**src/rtl/pipe_hazard_ctrl.sv**
```systemverilog
// Hazard/stall sequencer for the RV32IM 5-stage pipeline: load-use stalls, branch flush, mul/div sequencing.
// Optional perf counters are enabled by defining HAZ_PERF_CNT_EN.
module pipe_hazard_ctrl #(
  parameter int unsigned MUL_LAT = 1,
  parameter int unsigned DIV_LAT = 32
) (
  input  logic       clk,
  input  logic       clrn,
  input  logic [4:0] id_rs1,
  input  logic [4:0] id_rs2,
  input  logic       id_use_rs1,
  input  logic       id_use_rs2,
  input  logic [4:0] ex_wr,
  input  logic       ex_is_load,
  input  logic       ex_is_mul,
  input  logic       ex_is_div,
  input  logic       pcsrc,
  output logic       stall_pc,
  output logic       stall_ifid,
  output logic       flush_ifid,
  output logic       bubble_idex,
  output logic       hold_idex,
  output logic       md_start,
  output logic       md_busy,
`ifdef HAZ_PERF_CNT_EN
  output logic       md_done,
  output logic [31:0] perf_stall_cnt,
  output logic [31:0] perf_flush_cnt
`else
  output logic       md_done
`endif
);

  localparam int unsigned MAX_LAT = (MUL_LAT > DIV_LAT) ? MUL_LAT : DIV_LAT;
  localparam int unsigned CNT_W   = $clog2(MAX_LAT + 1);

  localparam logic [CNT_W-1:0] MUL_M1  = CNT_W'(MUL_LAT - 1);
  localparam logic [CNT_W-1:0] DIV_M1  = CNT_W'(DIV_LAT - 1);
  localparam logic [CNT_W-1:0] CNT_ONE = CNT_W'(1);
  localparam logic             MUL_ONE = (MUL_LAT == 1);
  localparam logic             DIV_ONE = (DIV_LAT == 1);

  typedef enum logic [1:0] {
    IDLE,
    BUSY,
    DONE
  } state_t;

  state_t           state_q, state_d;
  logic [CNT_W-1:0] cnt_q, cnt_d;

  logic             md;
  logic             lat_is_one;
  logic [CNT_W-1:0] lat_m1;
  logic             load_use;

  assign md         = ex_is_mul | ex_is_div;
  assign lat_is_one = ex_is_div ? DIV_ONE : MUL_ONE;
  assign lat_m1     = ex_is_div ? DIV_M1 : MUL_M1;

  // x0 is hard-wired zero, so a load targeting it never creates a dependency
  assign load_use = ex_is_load && (ex_wr != 5'd0) &&
                    ((id_use_rs1 && (id_rs1 == ex_wr)) ||
                     (id_use_rs2 && (id_rs2 == ex_wr)));

  always_ff @(posedge clk) begin
    if (!clrn) begin
      state_q <= IDLE;
      cnt_q   <= '0;
    end else begin
      state_q <= state_d;
      cnt_q   <= cnt_d;
    end
  end

  always_comb begin
    state_d     = state_q;
    cnt_d       = cnt_q;
    stall_pc    = 1'b0;
    stall_ifid  = 1'b0;
    flush_ifid  = 1'b0;
    bubble_idex = 1'b0;
    hold_idex   = 1'b0;
    md_start    = 1'b0;
    md_busy     = 1'b0;
    md_done     = 1'b0;

    // Outputs are forced low for the whole reset cycle, not just after it
    if (clrn) begin
      unique case (state_q)
        IDLE: begin
          if (pcsrc) begin
            flush_ifid  = 1'b1;
            bubble_idex = 1'b1;
          end else if (md) begin
            md_start   = 1'b1;
            stall_pc   = 1'b1;
            stall_ifid = 1'b1;
            hold_idex  = 1'b1;
            if (lat_is_one) begin
              state_d = DONE;
            end else begin
              state_d = BUSY;
              cnt_d   = lat_m1;
            end
          end else if (load_use) begin
            stall_pc    = 1'b1;
            stall_ifid  = 1'b1;
            bubble_idex = 1'b1;
          end
        end
        BUSY: begin
          stall_pc   = 1'b1;
          stall_ifid = 1'b1;
          hold_idex  = 1'b1;
          md_busy    = 1'b1;
          cnt_d      = cnt_q - CNT_ONE;
          if (cnt_q == CNT_ONE) begin
            state_d = DONE;
          end
        end
        DONE: begin
          // EX advances on this edge; returning to IDLE prevents a restart of the retiring op
          md_done = 1'b1;
          state_d = IDLE;
        end
        default: begin
          state_d = IDLE;
        end
      endcase
    end
  end

`ifdef HAZ_PERF_CNT_EN
  always_ff @(posedge clk) begin
    if (!clrn) begin
      perf_stall_cnt <= '0;
      perf_flush_cnt <= '0;
    end else begin
      if (stall_pc) begin
        perf_stall_cnt <= perf_stall_cnt + 32'd1;
      end
      if (flush_ifid) begin
        perf_flush_cnt <= perf_flush_cnt + 32'd1;
      end
    end
  end
`endif

  // A redirect while the mul/div op still occupies EX would be lost
  a_no_pcsrc_in_md: assert property (
    @(posedge clk) disable iff (!clrn) !(pcsrc && (state_q != IDLE))
  );

endmodule

```
**config.mk**
```make
export PLATFORM = sky130hd
export DESIGN_NAME = pipe_hazard_ctrl
export DESIGN_NICKNAME = d
export VERILOG_FILES = /design/src/rtl/pipe_hazard_ctrl.sv
export SDC_FILE = /design/constraint.sdc
export NUM_CORES = 1
export LEC_CHECK = 0
export ABC_CLOCK_PERIOD_IN_PS = 1300
export CORE_UTILIZATION = 25
export CTS_BUF_LIST = sky130_fd_sc_hd__clkbuf_8
export DETAILED_ROUTE_END_ITERATION = 8
export SYNTH_ARGS = -nofsm -noshare
export SYNTH_HDL_FRONTEND = slang
export SYNTH_SLANG_ARGS = --single-unit
```
**constraint.sdc**
```tcl
create_clock -name clk -period 1.3 [get_ports clk]
set_input_delay 0.195 -clock clk [delete_from_list [all_inputs] [get_ports clk]]
set_output_delay 0.195 -clock clk [all_outputs]
set_load 0.1 [all_outputs]
```
Word-level counts from Yosys, hierarchy flattened

Index checks and enable logic that the tools add are counted.

Register bits after elaboration: 8
Output and inout port bits: 8
Logic and storage cells: 54

Add/subtract/negate cells: 1
Equal/unequal tests: 9
Multiplexer cells: 31
Bitwise gates (word level): 1
Reduce and logical (&&, ||, !) cells: 10

Operator list:

| cell                                                                  | number |
|---|---|
| 1-bit 2-to-1 mux                                                      | 20 |
| 6-bit 2-to-1 mux                                                      | 3 |
| 6-bit one-hot mux with 2 select lines                                 | 1 |
| 5-bit equality test                                                   | 2 |
| 2-bit 2-to-1 mux                                                      | 4 |
| 2-bit != test, second input constant                                  | 4 |
| 6-bit by 1-bit equality test with 1-bit output, second input constant | 1 |
| 6-bit by 1-bit subtractor with 6-bit output, second input constant    | 1 |
| 5-bit nonzero test                                                    | 1 |
| 1-bit logical AND                                                     | 4 |
| 1-bit one-hot mux with 2 select lines                                 | 2 |
| 2-bit one-hot mux with 2 select lines                                 | 1 |
| 4-bit AND reduction                                                   | 1 |
| 3-bit AND reduction                                                   | 1 |
| 2-bit by 1-bit equality test with 1-bit output, second input constant | 1 |
| 2-bit equality test, second input constant                            | 1 |
| 2-bit logical NOT                                                     | 1 |
| 2-bit nonzero test                                                    | 1 |
| 1-bit logical OR                                                      | 1 |
| 1-bit bitwise OR                                                      | 1 |

Logic depth before layout (Yosys ltp)

Gate-level depths: netlist of the first run.

Depth after elaboration: 9
Mapped depth: 6
Mapped depth without buffers: 6

Worst setup path before layout of the first run

No wires, ideal clock.

Path kind: reg2out
From: register state_q[1]
To: output port stall_pc
Data arrival time: 5,290 ps
Data required time: 1,105 ps
Setup slack: -4,185 ps
Stages on the path, launching flop included: 7
Buffers on the path: 2
Cell sequence: dfxtp_1 -> buf_2 -> nand2b_1 -> nor4_1 -> nor2_1 -> o41ai_1 -> buf_4

Cells in the longest elaborated chain, start to end: 3
Elaborated cells between the ends (all ways): 4
Those cells by class: 1 x eq/ne; 2 x mux; 1 x reduce/logical

Ends and longest elaborated chain:

| what                                                                                | RTL line | text |
|---|---|---|
| start, declared                                                                     | 49       | `state_t state_q, state_d;` |
| start signal, assigned                                                              | 71       | `state_q <= state_d;` |
| 2-bit by 1-bit equality test with 1-bit output or 2-bit logical NOT (tied branches) | -        |  |
| 1-bit one-hot mux with 2 select lines *                                             | -        |  |
| 1-bit 2-to-1 mux *                                                                  | -        |  |
| end, declared                                                                       | 18       | `output logic stall_pc,` |

Every way passes the cells marked *; elsewhere a longest branch is shown, timed or not.

Final worst setup path of the first run

From: input port id_rs1[1]
To: output port bubble_idex

Cells in the longest elaborated chain, start to end: 9

Ends and longest elaborated chain:

| what                | RTL line | text |
|---|---|---|
| start, declared     | 9        | `input logic [4:0] id_rs1,` |
| 5-bit equality test | 63       | `((id_use_rs1 && (id_rs1 == ex_wr)) \|\|` |
| 1-bit logical AND   | 63       |  |
| 1-bit logical OR    | 63       |  |
| 1-bit logical AND   | 62       | `assign load_use = ex_is_load && (ex_wr != 5'd0) &&` |
| 1-bit 2-to-1 mux    | 106      | `end else if (load_use) begin` |
| 1-bit 2-to-1 mux    | 95       | `end else if (md) begin` |
| 1-bit 2-to-1 mux    | 92       | `if (pcsrc) begin` |
| 1-bit 2-to-1 mux    | 90       | `unique case (state_q)` |
| 1-bit 2-to-1 mux    | 89       | `if (clrn) begin` |
| end, declared       | 21       | `output logic bubble_idex,` |

Every way passes these cells.

==> impl_metrics.ini, run 1 <==
[sta]
rsz0062_at_grt = true
max_clock_freq_ghz = 0.5593
slew_viol_final = 0
timing.final.crit_share_pct = 137.5
hold_viol = 0
max-slew-margin-rel_pct = 72.16
worst_clock_skew_ns = 0.006111
worstMarginPinSlew_ns = 0.4161
setup_tns_ns = -2.093
post-route-min-period_ns = 1.788
worst_slack_ns = -0.4881
setup_viol_count_final = 8

[synth]
syn-mean-instance-area_um2 = 8.320
async_flop_share_pct = 0
synth_area_um2 = 665.6
yosys_warnings = 0
synth_edf_count = 0
synth-seq-area-share_pct = 24.06
syn_nets = 105
syn_inst = 80
yosys.area.top_type_share_pct = 24.06
synth.distinct_cells = 35
synth_area_leader_cell = dfxtp_1
ys_seq_elements = 8
synthTopCellsByCount = 8 x dfxtp_1, 8 x nor2_1, 8 x xor2_1
ys.flop_type = dfxtp_1
synthTopCellsByArea = dfxtp_1 24%, xor2_1 11%, xnor2_1 6.6%, a21boi_1 4.5%, nor2_1 4.5%

[die]
dieWidth_um = 53.60
rows = 18
core_um2 = 2500
dieArea_um2 = 2873
io-pin-count = 31
start_util_pct = 26.63
die_h_um = 53.60

[drt]
drt-total-wl_um = 1992
vias_per_cell = 4.614
drcViolationCount = 0
drt_iter0_drc = 6
routed-via-count = 729
drtPass1Iterations = 4
detail-route-antenna-nets = 0
wl_per_cell_um = 12.61

[clock_tree]
clockBufferDepth = 2
cts_tree = done
root_buffer = clkbuf_8
clk_pin_slew_ns = 0.04
cts_inserted_buffers = 3
insertion_delay_ns = 0.23
clock_sinks = 8
htreeDepth = 1

[status]
violations = negative setup slack
status = complete, but fails checks

[pwr]
switching_share_pct = 38.04
p_total_mw = 1.316
seqPwrFrac_pct = 24.4
p_clk_share_pct = 22.7
p_sw_mw = 0.5007
pwr-share-comb_pct = 52.9
power.leakage_nw = 0.5819
cellPowerDensity_nw_per_um2 = 926.8
internal-power_mw = 0.8155
ir_worst_vdd_mv = 0.7527

[grt]
antenna_found_initial = 0
grt_start_max_net_pins = 11
grt_usage_pct = 15.18
grt_pass1_vias = 723
grt_pass1_wl_um = 3070
grt_overflow_total = 0

[critical_path]
critPathLaunchType = primary input
cpMaxStageDelayCell = nor4_2
r2r-start = state_q[0]
setup.worst_path.start = id_rs1[1]
crit_fanout = 2
cp-end-kind = primary output
crit_path_cell_trace = buf_6 -> xor2_2 -> nor4_2 -> a32oi_2 -> buf_4 -> o31ai_4 -> buf_12
crit_type = primary input to primary output
worstPathArrival_ns = 1.59
max_stage_delay_ns = 0.32
cp.required_ns = 1.11

[finish]
n_antenna_cell = 0
area_growth_pct = 113.3
final_net_count = 155
n_fill_cell = 215
drive_gt1_share_pct = 55.47

[placement]
io_buffers = 30
gp_congestion = 0.8271
dp_hpwl_um = 1463

[worst_hold_path]
hold_class = primary input to flip-flop
min-delay-start = pcsrc

[job]
drv_cap = 0
power groups by stage:
stage / Clock [mW] / Sequential, mW / Combinational, mW
detailed placement: 0 / 0.316 / 0.619
global placement: 0 / 0.315 / 0.610
finish: 0.299 / 0.321 / 0.696
floorplan: 0 / 0.312 / 0.382
global route: 0.317 / 0.324 / 0.742
CTS: 0.307 / 0.319 / 0.675
area by class of cell:
cell class,instances,area (µm²),area share (%)
multi-input combinational,61,629.4,44.32
timing repair buffer,48,503.0,35.42
sequential,8,166.4,11.72
inverter,8,42.54,2.996
clock buffer,3,41.29,2.907
tap,30,37.54,2.643
per-layer routing:
layer | vias to the layer above | part of all wire [%] | track usage, %
met2 | 33 | 47 | 27.92
li1 | 370 | - | -
met5 | - | 0 | 0
met1 | 324 | 41 | 16.44
met3 | 2 | 11 | 3.390
met4 | 0 | 1.2 | 6.579
critical path, delay by kind of cell:
kind | cells | cell delay, ns
buf+inv | 3 | 0.48
compound gates | 2 | 0.43
simple gates | 1 | 0.32
xor+xnor | 1 | 0.16
sequential cells by signal, summed over array words and instances, names as in the netlist:
register / cells
state_q: 2
cnt_q: 6
worst paths after layout:
path,end,slack (ns),cells past startpoint
worst min-delay path,state_q[1],0.43,4
worst min register to register,cnt_q[5],0.49,2
worst max register to register,cnt_q[4],0.06,5
worst max-delay path,bubble_idex,-0.49,7
layout by cell type (no fill, tap or decap), drive strengths merged:
master,synthesis,final
nand3b,1,1
o221a,1,1
mux2i,1,1
xor2,8,8
a211oi,1,1
or3,1,1
a32oi,1,1
clkdlybuf4s50,0,3
ha,2,2
clkdlybuf4s15,0,3
clkbuf,1,4
o31ai,2,2
and2,3,3
a21boi,4,4
nor3b,1,1
nor4,3,3
dfxtp,8,8
nand3,1,1
nand2,4,4
o41ai,1,1
clkinvlp,0,2
dlygate4sd2,0,6
a31oi,1,1
or4,1,1
or2,1,1
nor2b,1,1
o21ai,2,2
xnor2,5,5
nand2b,4,4
buf,2,35
inv,8,6
a2111oi,2,2
nor2,8,8
and3,1,1
timing repair:
action                     in CTS  in global routing
hold buffers                    0                  0
setup endpoints to repair      15                 13
gates resized for setup        76                 10
pin swaps                      22                  5
setup buffers                   6                  0
through the flow:
stage	cells	instance area (µm²)	setup slack [ns]	util (%)	hold slack [ns]
after floorplan	80	747.0	-1.457	-	0.4093
final	158	1420	-0.4881	56.81	0.4275
after global routing	158	1420	-0.5551	56.81	0.4656
after global placement	151	1244	-0.9111	49.75	0.4739
after CTS	158	1391	-0.4746	55.66	0.4975
after detailed placement	151	1244	-0.9591	49.75	0.4872
cell families (layout without fill, tap and decap cells):
logic type	Yosys count	count (layout)	share of synthesized area, %
mux	1	1	1.504
flops	8	8	24.06
simple gates	30	30	25.57
compound gates	15	15	21.05
fa+ha+maj	2	2	3.759
xor+xnor	13	13	17.11
buf+inv	11	59	6.954
No activity file was read; power rests on OpenSTA's default activity.
==> run 2, diff against run 1 <==
--- a/config.mk
+++ b/config.mk
@@ -6,9 +6,10 @@
 export NUM_CORES = 1
 export LEC_CHECK = 0
 export ABC_CLOCK_PERIOD_IN_PS = 1300
-export CORE_UTILIZATION = 25
-export CTS_BUF_LIST = sky130_fd_sc_hd__clkbuf_8
+export CORE_UTILIZATION = 36
 export DETAILED_ROUTE_END_ITERATION = 8
+export PLACE_DENSITY = 0.74
+export SKIP_CTS_REPAIR_TIMING = 1
 export SYNTH_ARGS = -nofsm -noshare
 export SYNTH_HDL_FRONTEND = slang
 export SYNTH_SLANG_ARGS = --single-unit
==> run 2 against run 1 <==
Net effect: the run still ends with negative setup slack left; critical path type unchanged; count of clock-buffer cells in the layout is the same; clock skew shrank 0.0012 ns; sequential power is essentially flat; worst setup slack lost 0.011 ns; die area shrank 30%; power shrank 3.4%.
==> impl_metrics.ini, run 2 (same netlist as run 1, synthesis figures left out) <==
[clock_tree]
htreeDepth = 1
root_buffer = clkbuf_4
cts_tree = done
clockBufferDepth = 2
clk_pin_slew_ns = 0.06
clock_sinks = 8
cts_inserted_buffers = 3
insertion_delay_ns = 0.26

[pwr]
p_total_mw = 1.271
power.leakage_nw = 0.7117
ir_worst_vdd_mv = 0.8277
cellPowerDensity_nw_per_um2 = 858.0

[grt]
grt_overflow_total = 0
grt_pass1_vias = 697
grt_pass1_wl_um = 3222
antenna_found_initial = 0
grt_start_max_net_pins = 11
grt_usage_pct = 22.30

[sta]
hold_viol = 0
worst_slack_ns = -0.4988
rsz0062_at_grt = true
post-route-min-period_ns = 1.799
max-slew-margin-rel_pct = 78.06
timing.final.crit_share_pct = 138.4
worstMarginPinSlew_ns = 0.3291
slew_viol_final = 0
setup_tns_ns = -2.700
setup_viol_count_final = 10
worst_clock_skew_ns = 0.004906
max_clock_freq_ghz = 0.5559

[critical_path]
r2r_cells = 5
crit_path_cell_trace = clkbuf_2 -> buf_4 -> or4_4 -> o21ai_1 -> buf_4 -> o41ai_4 -> buf_4 -> buf_12
cp-end-kind = primary output
critPathLaunchType = primary input
worstPathArrival_ns = 1.60
r2r-start = state_q[0]
crit_fanout = 2
max_stage_delay_ns = 0.48
crit_type = primary input to primary output
reg2reg_to = cnt_q[5]
cpMaxStageDelayCell = or4_4
r2r_slack_ns = -0.04
cp.required_ns = 1.11
cp_common_cell = buf_4

[finish]
final_core_util_pct = 85.80
final_common_cell = buf_4
final_cell_mix = 18 x buf_4, 14 x dlymetal6s2s_1, 8 x xor2_1, 8 x buf_12, 6 x buf_6
area_growth_pct = 122.6
final_net_count = 161
largest_register_ffs = 6
n_antenna_cell = 0
top_register = cnt_q
regArea_um2 = 170.2
multi_input_area_um2 = 621.8
largestRegisters = cnt_q: 6 flops, state_q: 2 flops
n_fill_cell = 86
drive_gt1_share_pct = 53.73

[die]
dieWidth_um = 45
io-pin-count = 31
rows = 15
dieArea_um2 = 2025
core_um2 = 1727
die_h_um = 45
start_util_pct = 38.55

[drt]
drt_iter0_drc = 11
wl_per_cell_um = 17.35
drcViolationCount = 0
drt-total-wl_um = 2758
detail-route-antenna-nets = 0
routed-via-count = 824
drtPass1Iterations = 4
vias_per_cell = 5.182

[worst_hold_path]
min-delay-start = clrn
min_to = state_q[0]
hold_class = primary input to flip-flop
holdPathStages = 3

[status]
violations = negative setup slack
status = complete, but fails checks

[job]
drv_cap = 0

[placement]
io_buffers = 30
dp_hpwl_um = 1709
gp_congestion = 0.7704
==> run 2: cell types whose count changed in the layout (fill, tap and decap cells not counted), sizes merged <==
cell           change
dlygate4sd2        -6
clkbuf             +4
clkdlybuf4s15      -3
buf                -3
clkinv             +1
dlymetal6s2s      +14
inv                -1
==> run 2: power breakdown <==
part           switching, mW  total [mW]  internal (mW)
Combinational          0.396       0.754          0.358
Clock                 0.0886       0.195          0.106
Sequential            0.0416       0.322          0.281
Total                  0.526        1.27          0.745
==> run 2: per-layer routing <==
| layer | vias to the layer above | part of all wire, % | track usage [%] |
|---|---|---|---|
| met5 | - | 0 | 0 |
| met4 | 0 | 3.2 | 5.455 |
| met3 | 10 | 2.5 | 4.800 |
| met2 | 22 | 55 | 38.84 |
| met1 | 408 | 39 | 27.76 |
| li1 | 384 | - | - |
==> run 2: worst max-delay path, delay by kind of cell <==
kind	cells	cell delay (ns)
buf+inv	5	0.71
compound gates	2	0.21
simple gates	1	0.48
==> run 2: how the worst max path moves through the flow <==
stage | depth (start not counted) | start | endpoint
global route | 7 | ex_wr[3] | bubble_idex
floorplan | 6 | state_q[1] | stall_pc
finish | 8 | ex_wr[3] | stall_ifid
detailed placement | 6 | ex_wr[2] | stall_ifid
CTS | 6 | ex_wr[2] | stall_ifid
global placement | 6 | ex_wr[2] | stall_ifid
==> run 2: per-stage QoR <==
step | area (µm²) | setup WS, ns | hold slack (ns) | cells
4_1_cts | 1282 | -0.9469 | 0.5304 | 152
6_report | 1481 | -0.4988 | 0.4649 | 159
3_5_place_dp | 1260 | -0.9343 | 0.5180 | 149
3_3_place_gp | 1260 | -0.8907 | 0.4728 | 149
2_1_floorplan | 747.0 | -1.457 | 0.4093 | 80
5_1_grt | 1481 | -0.5525 | 0.4636 | 159
==> run 2: layout make-up <==
cell class              instances  share of cell area, %
clock buffers                   3                  1.520
inverters                       8                  2.872
multi-input cells              61                  41.98
flip-flops and latches          8                  11.49
well taps                      25                  2.111
repair buffers                 54                  40.03
==> run 3, diff against run 2 <==
--- a/config.mk
+++ b/config.mk
@@ -6,10 +6,12 @@
 export NUM_CORES = 1
 export LEC_CHECK = 0
 export ABC_CLOCK_PERIOD_IN_PS = 1300
+export CORE_ASPECT_RATIO = 1.4
 export CORE_UTILIZATION = 36
 export DETAILED_ROUTE_END_ITERATION = 8
 export PLACE_DENSITY = 0.74
 export SKIP_CTS_REPAIR_TIMING = 1
+export SLEW_MARGIN = 20
 export SYNTH_ARGS = -nofsm -noshare
 export SYNTH_HDL_FRONTEND = slang
 export SYNTH_SLANG_ARGS = --single-unit
==> run 3 against run 2 <==
Net effect: count of clock-buffer cells in the layout stayed put; largest power group unchanged; the flow still finishes with violations (negative setup slack); clock skew shrank 0.0041 ns; power shrank 7.1%; global-route usage shrank 4.0 points; largest cell class unchanged; non-clock buffer count shrank 9; first-iteration DRC count decreased by 100%; clock power down 9%; cell area down 5.5%; sequential cell count did not move; sequential share of layout area rose by 0.40 points; critical path type unchanged; critical endpoint unchanged; critical path depth is 2 lower; worst setup slack got worse by 0.023 ns.
==> impl_metrics.ini, run 3 (same netlist as run 1, synthesis figures left out) <==
[finish]
area_growth_pct = 110.3
largestRegisters = cnt_q: 6 flops, state_q: 2 flops
final_common_cell = dlymetal6s2s_1
final_core_util_pct = 79.70
drive_gt1_share_pct = 46.40
final_net_count = 152
stdcell_count = 145
n_antenna_cell = 0
largest_register_ffs = 6
top_register = cnt_q
final_cell_mix = 14 x dlymetal6s2s_1, 11 x buf_4, 8 x buf_12

[placement]
io_buffers = 30
dp.cells = 142
gp_congestion = 0.7228
dp_hpwl_um = 1559

[pwr]
power.leakage_nw = 0.6694
p_total_mw = 1.181
ir_worst_vdd_mv = 1.079
cellPowerDensity_nw_per_um2 = 843.5

[drt]
drt_iter0_drc = 0
drcViolationCount = 0
drt-total-wl_um = 2016
routed-via-count = 745
vias_per_cell = 5.138
wl_per_cell_um = 13.90
detail-route-antenna-nets = 0
drtPass1Iterations = 1

[clock_tree]
cts_tree = done
insertion_delay_ns = 0.25
clockBufferDepth = 2
cts_inserted_buffers = 3
root_buffer = clkbuf_4
clk_pin_slew_ns = 0.05
htreeDepth = 1
clock_sinks = 8

[status]
violations = negative setup slack
status = complete, but fails checks

[critical_path]
critPathLaunchType = primary input
cp-end-kind = primary output
crit_fanout = 2
crit_type = primary input to primary output
worstPathArrival_ns = 1.63
cp.required_ns = 1.11

[grt]
antenna_found_initial = 0
grt_pass1_wl_um = 2677
grt_pass1_vias = 698
grt_usage_pct = 18.31
grt_overflow_total = 0
grt_start_max_net_pins = 11

[sta]
max-slew-margin-rel_pct = 71.98
slew_viol_final = 0
setup_viol_count_final = 8
hold_viol = 0
timing.final.crit_share_pct = 140.1
worst_clock_skew_ns = 0.0008294
post-route-min-period_ns = 1.822
max_clock_freq_ghz = 0.5489
worst_slack_ns = -0.5217
hold_ws_ns = 0.4258
worstMarginPinSlew_ns = 0.4188
rsz0062_at_grt = true

[die]
core_um2 = 1757
die_h_um = 52.88
dieWidth_um = 38.34
io-pin-count = 31
dieArea_um2 = 2027
start_util_pct = 37.89
rows = 18

[worst_hold_path]
hold_class = primary input to flip-flop

[job]
drv_cap = 0
## run 3: changes by cell type in the layout (fill, tap and decap cells not counted), sizes merged
cell	delta
inv	+1
buf	-8
clkinv	-1
clkbuf	-1
## run 3: worst paths after layout
| path | from | cells after the start | endpoint | slack (ns) |
|---|---|---|---|---|
| setup / recovery | id_rs1[3] | 6 | stall_ifid | -0.52 |
| hold / removal | ex_is_mul | 4 | state_q[1] | 0.43 |
| setup reg to reg | cnt_q[1] | 4 | cnt_q[3] | 0.05 |
| hold reg to reg | cnt_q[5] | 2 | cnt_q[5] | 0.50 |
## run 3: per-stage QoR
stage | area, µm² | setup TNS [ns] | worst slack [ns]
2_1_floorplan | 747.0 | -5.410 | -1.457
3_3_place_gp | 1239 | -6.724 | -0.9181
3_5_place_dp | 1239 | -7.073 | -0.9794
4_1_cts | 1261 | -5.348 | -0.9866
5_1_grt | 1400 | -2.856 | -0.5745
6_report | 1400 | -2.403 | -0.5217
## run 3: critical path: stages
cell	delay, ns
buf_6	0.10
xor2_2	0.17
nor4_2	0.34
a32oi_2	0.20
o41ai_4	0.39
buf_12	0.23
## run 3: final cells by class
cell class                      instances  area, µm²
Clock buffer                            3      22.52
Fill cell                             115      356.6
Inverter                                8      45.04
Multi-Input combinational cell         61      616.8
Sequential cell                         8      166.4
Tap cell                               20      25.02
Timing Repair Buffer                   45      524.3
## run 3: power breakdown
part	switching, mW	internal [mW]
Combinational	0.361	0.321
Clock	0.0724	0.105
Sequential	0.0411	0.281
Total	0.474	0.707
## run 3: per-layer routing
layer | vias up | part of all wire, % | track usage, % | wire [µm]
met2 | 32 | 56 | 39.83 | 1128
met1 | 343 | 31 | 14.51 | 620
met5 | - | 0 | 0 | 0
met3 | 2 | 12 | 4.202 | 247
met4 | 0 | 0.99 | 5.172 | 20
li1 | 368 | - | - | -
==> RTL edit: new RTL, settings of run 3 <==
The option `HAZ_PERF_CNT_EN` is turned on by a define.
--- a/src/rtl/pipe_hazard_ctrl.sv
+++ b/src/rtl/pipe_hazard_ctrl.sv
@@ -1,5 +1,7 @@
 // Hazard/stall sequencer for the RV32IM 5-stage pipeline: load-use stalls, branch flush, mul/div sequencing.
 // Optional perf counters are enabled by defining HAZ_PERF_CNT_EN.
+`define HAZ_PERF_CNT_EN
+
 module pipe_hazard_ctrl #(
   parameter int unsigned MUL_LAT = 1,
   parameter int unsigned DIV_LAT = 32
Behaviour (old outputs only; new: perf_flush_cnt and perf_stall_cnt): unchanged (Yosys induction, for registers that start in step).
==> RTL edit against run 3 <==
- the run still ends with setup timing left
- area after synthesis rose to 5.5 times the old value
- design area increased to 5.8 times the old value
- power rose to 5.2 times the old value
- non-clock buffer count grew 220
- clock skew grew 0.0096 ns
- sequential cell count is 64 higher
- critical path depth grew 1
- largest cell class is now non-clock buffers
- worst setup slack worse by 0.21 ns
- wire length grew to 8.1 times the old value
==> RTL edit: results (changes against run 3) <==
{
  "status": "finished with violations",
  "violated_checks": "setup timing",
  "placement.setup.worst_slack": {"value": -1.07, "unit": "ns", "change": "-0.0857 ns"},
  "cp_data_arrival_time": {"value": 2.24, "unit": "ns", "change": "+0.61 ns"},
  "reg2reg_to": "perf_flush_cnt[29]",
  "drt-pass1-iter-count": {"value": 7, "change": "+6"},
  "h_tree_depth": {"value": 3, "change": "+2"},
  "final-setup-viol-count": {"value": 80, "change": "+72"},
  "setup_slack": {"value": -0.729, "unit": "ns", "change": "-0.208 ns"},
  "timing.setup.tns": {"value": -38.57, "unit": "ns", "change": "-36.16 ns"},
  "routed_wl": {"value": 16300, "unit": "µm", "change": "+710%"},
  "synth.top_cells.by_area": "sky130_fd_sc_hd__dfxtp_1 (39%), sky130_fd_sc_hd__xnor2_1 (7.2%), sky130_fd_sc_hd__a21oi_1 (4.9%)",
  "grt_first_pass_wirelength": {"value": 19900, "unit": "µm", "change": "+640%"},
  "worstHoldStart": "clrn",
  "detailedPlacementHpwl": {"value": 9220, "unit": "µm", "change": "+490%"},
  "seq_area_frac_synth": {"value": 0.393, "change": "+0.153"},
  "reg_top3": "perf_flush_cnt: 32 flops, perf_stall_cnt: 32 flops, cnt_q: 6 flops",
  "ir_worst_vdd": {"value": 0.646, "unit": "mV", "change": "-40%"},
  "timing.slew.headroom": {"value": 0.600, "change": "-0.120"},
  "post_layout_nonfiller_instances": {"value": 830, "change": "+470%"},
  "worst_skew_pair.late_latency": {"value": 0.34, "unit": "ns", "change": "+0.09 ns"},
  "place.detailed.instances": {"value": 780, "change": "+450%"},
  "num_cts_buffers": {"value": 9, "change": "+6"},
  "initialDrtViolationCount": {"value": 185, "change": "+185"},
  "clockRootBuffer": "sky130_fd_sc_hd__clkbuf_16",
  "portBuffers": {"value": 94, "change": "+210%"}
}
RTL edit: cell count changes after synthesis, sizes merged, moves of 13 or more:
| cell | change |
|---|---|
| dfxtp | +64 |
| and3 | +13 |
| a21oi | +36 |
| o21ai | +21 |
| nand4 | +13 |
| nor2 | +27 |
| xnor2 | +25 |
| nand3 | +18 |
| nand2 | +34 |
| or3 | +23 |
RTL edit: worst max path at each step:
| stage | cells past startpoint | slack (ns) | startpoint | endpoint |
|---|---|---|---|---|
| 6_report | 7 | -0.73 | state_q[0] | perf_flush_cnt[29] |
| 4_1_cts | 7 | -0.99 | ex_wr[1] | stall_pc |
| 3_3_place_gp | 8 | -0.97 | ex_wr[1] | perf_stall_cnt[9] |
| 5_1_grt | 7 | -0.76 | state_q[0] | perf_flush_cnt[29] |
| 3_5_place_dp | 9 | -1.07 | ex_wr[1] | perf_stall_cnt[9] |
| 2_1_floorplan | 5 | -0.92 | state_q[1] | perf_flush_cnt[21] |
RTL edit: power groups by stage:
stage,sequential [µW],clock (µW),combinational (µW)
CTS,2240,2640,967
global route,2260,2770,1300
finish,2250,2630,1260
detailed placement,2280,0,953
floorplan,2390,0,451
global placement,2280,0,927
RTL edit: final cells by class:
| cell class | instances | area, µm² |
|---|---|---|
| fill | 518 | 1800 |
| clock inverter | 6 | 83.8 |
| clock buffer | 10 | 229 |
| timing repair buffer | 265 | 3180 |
| tap | 135 | 169 |
| inverter | 10 | 50.0 |
| sequential | 72 | 1590 |
| multi-input combinational | 332 | 2800 |
RTL edit: stage by stage:
step | hold WS, ns | utilization
2_1_floorplan | 0.346 | -
3_3_place_gp | 0.481 | 0.687
3_5_place_dp | 0.490 | 0.687
4_1_cts | 0.499 | 0.719
5_1_grt | 0.333 | 0.818
6_report | 0.323 | 0.818
RTL edit: metal layers:
metal  share of wire  vias to the layer above  routed length, µm  GRT usage
met4           0.044                        0                727     0.0963
met3           0.046                       61                756     0.0497
met5               0                        -                  0          0
li1                -                     2094                  -          -
met1            0.36                     2235               5810      0.254
met2            0.55                      229               9050      0.451
RTL edit: critical path: cells and delay by family, from the launching register on:
family,cells,cell delay [ns]
flops,1,0.33
xor+xnor,1,0.19
buf+inv,1,0.21
simple gates,5,1.18
RTL edit: cells by family (layout without fill, tap and decap cells):
logic type      count (synthesis)  count (layout)  share of synthesized area
simple gates                  199             199                      0.308
compound gates                 88              88                      0.146
flops                          72              72                      0.393
xor+xnor                       37              37                     0.0884
buf+inv                        30             291                     0.0399
fa+ha+maj                       4               4                     0.0137
mux                             4               4                     0.0109
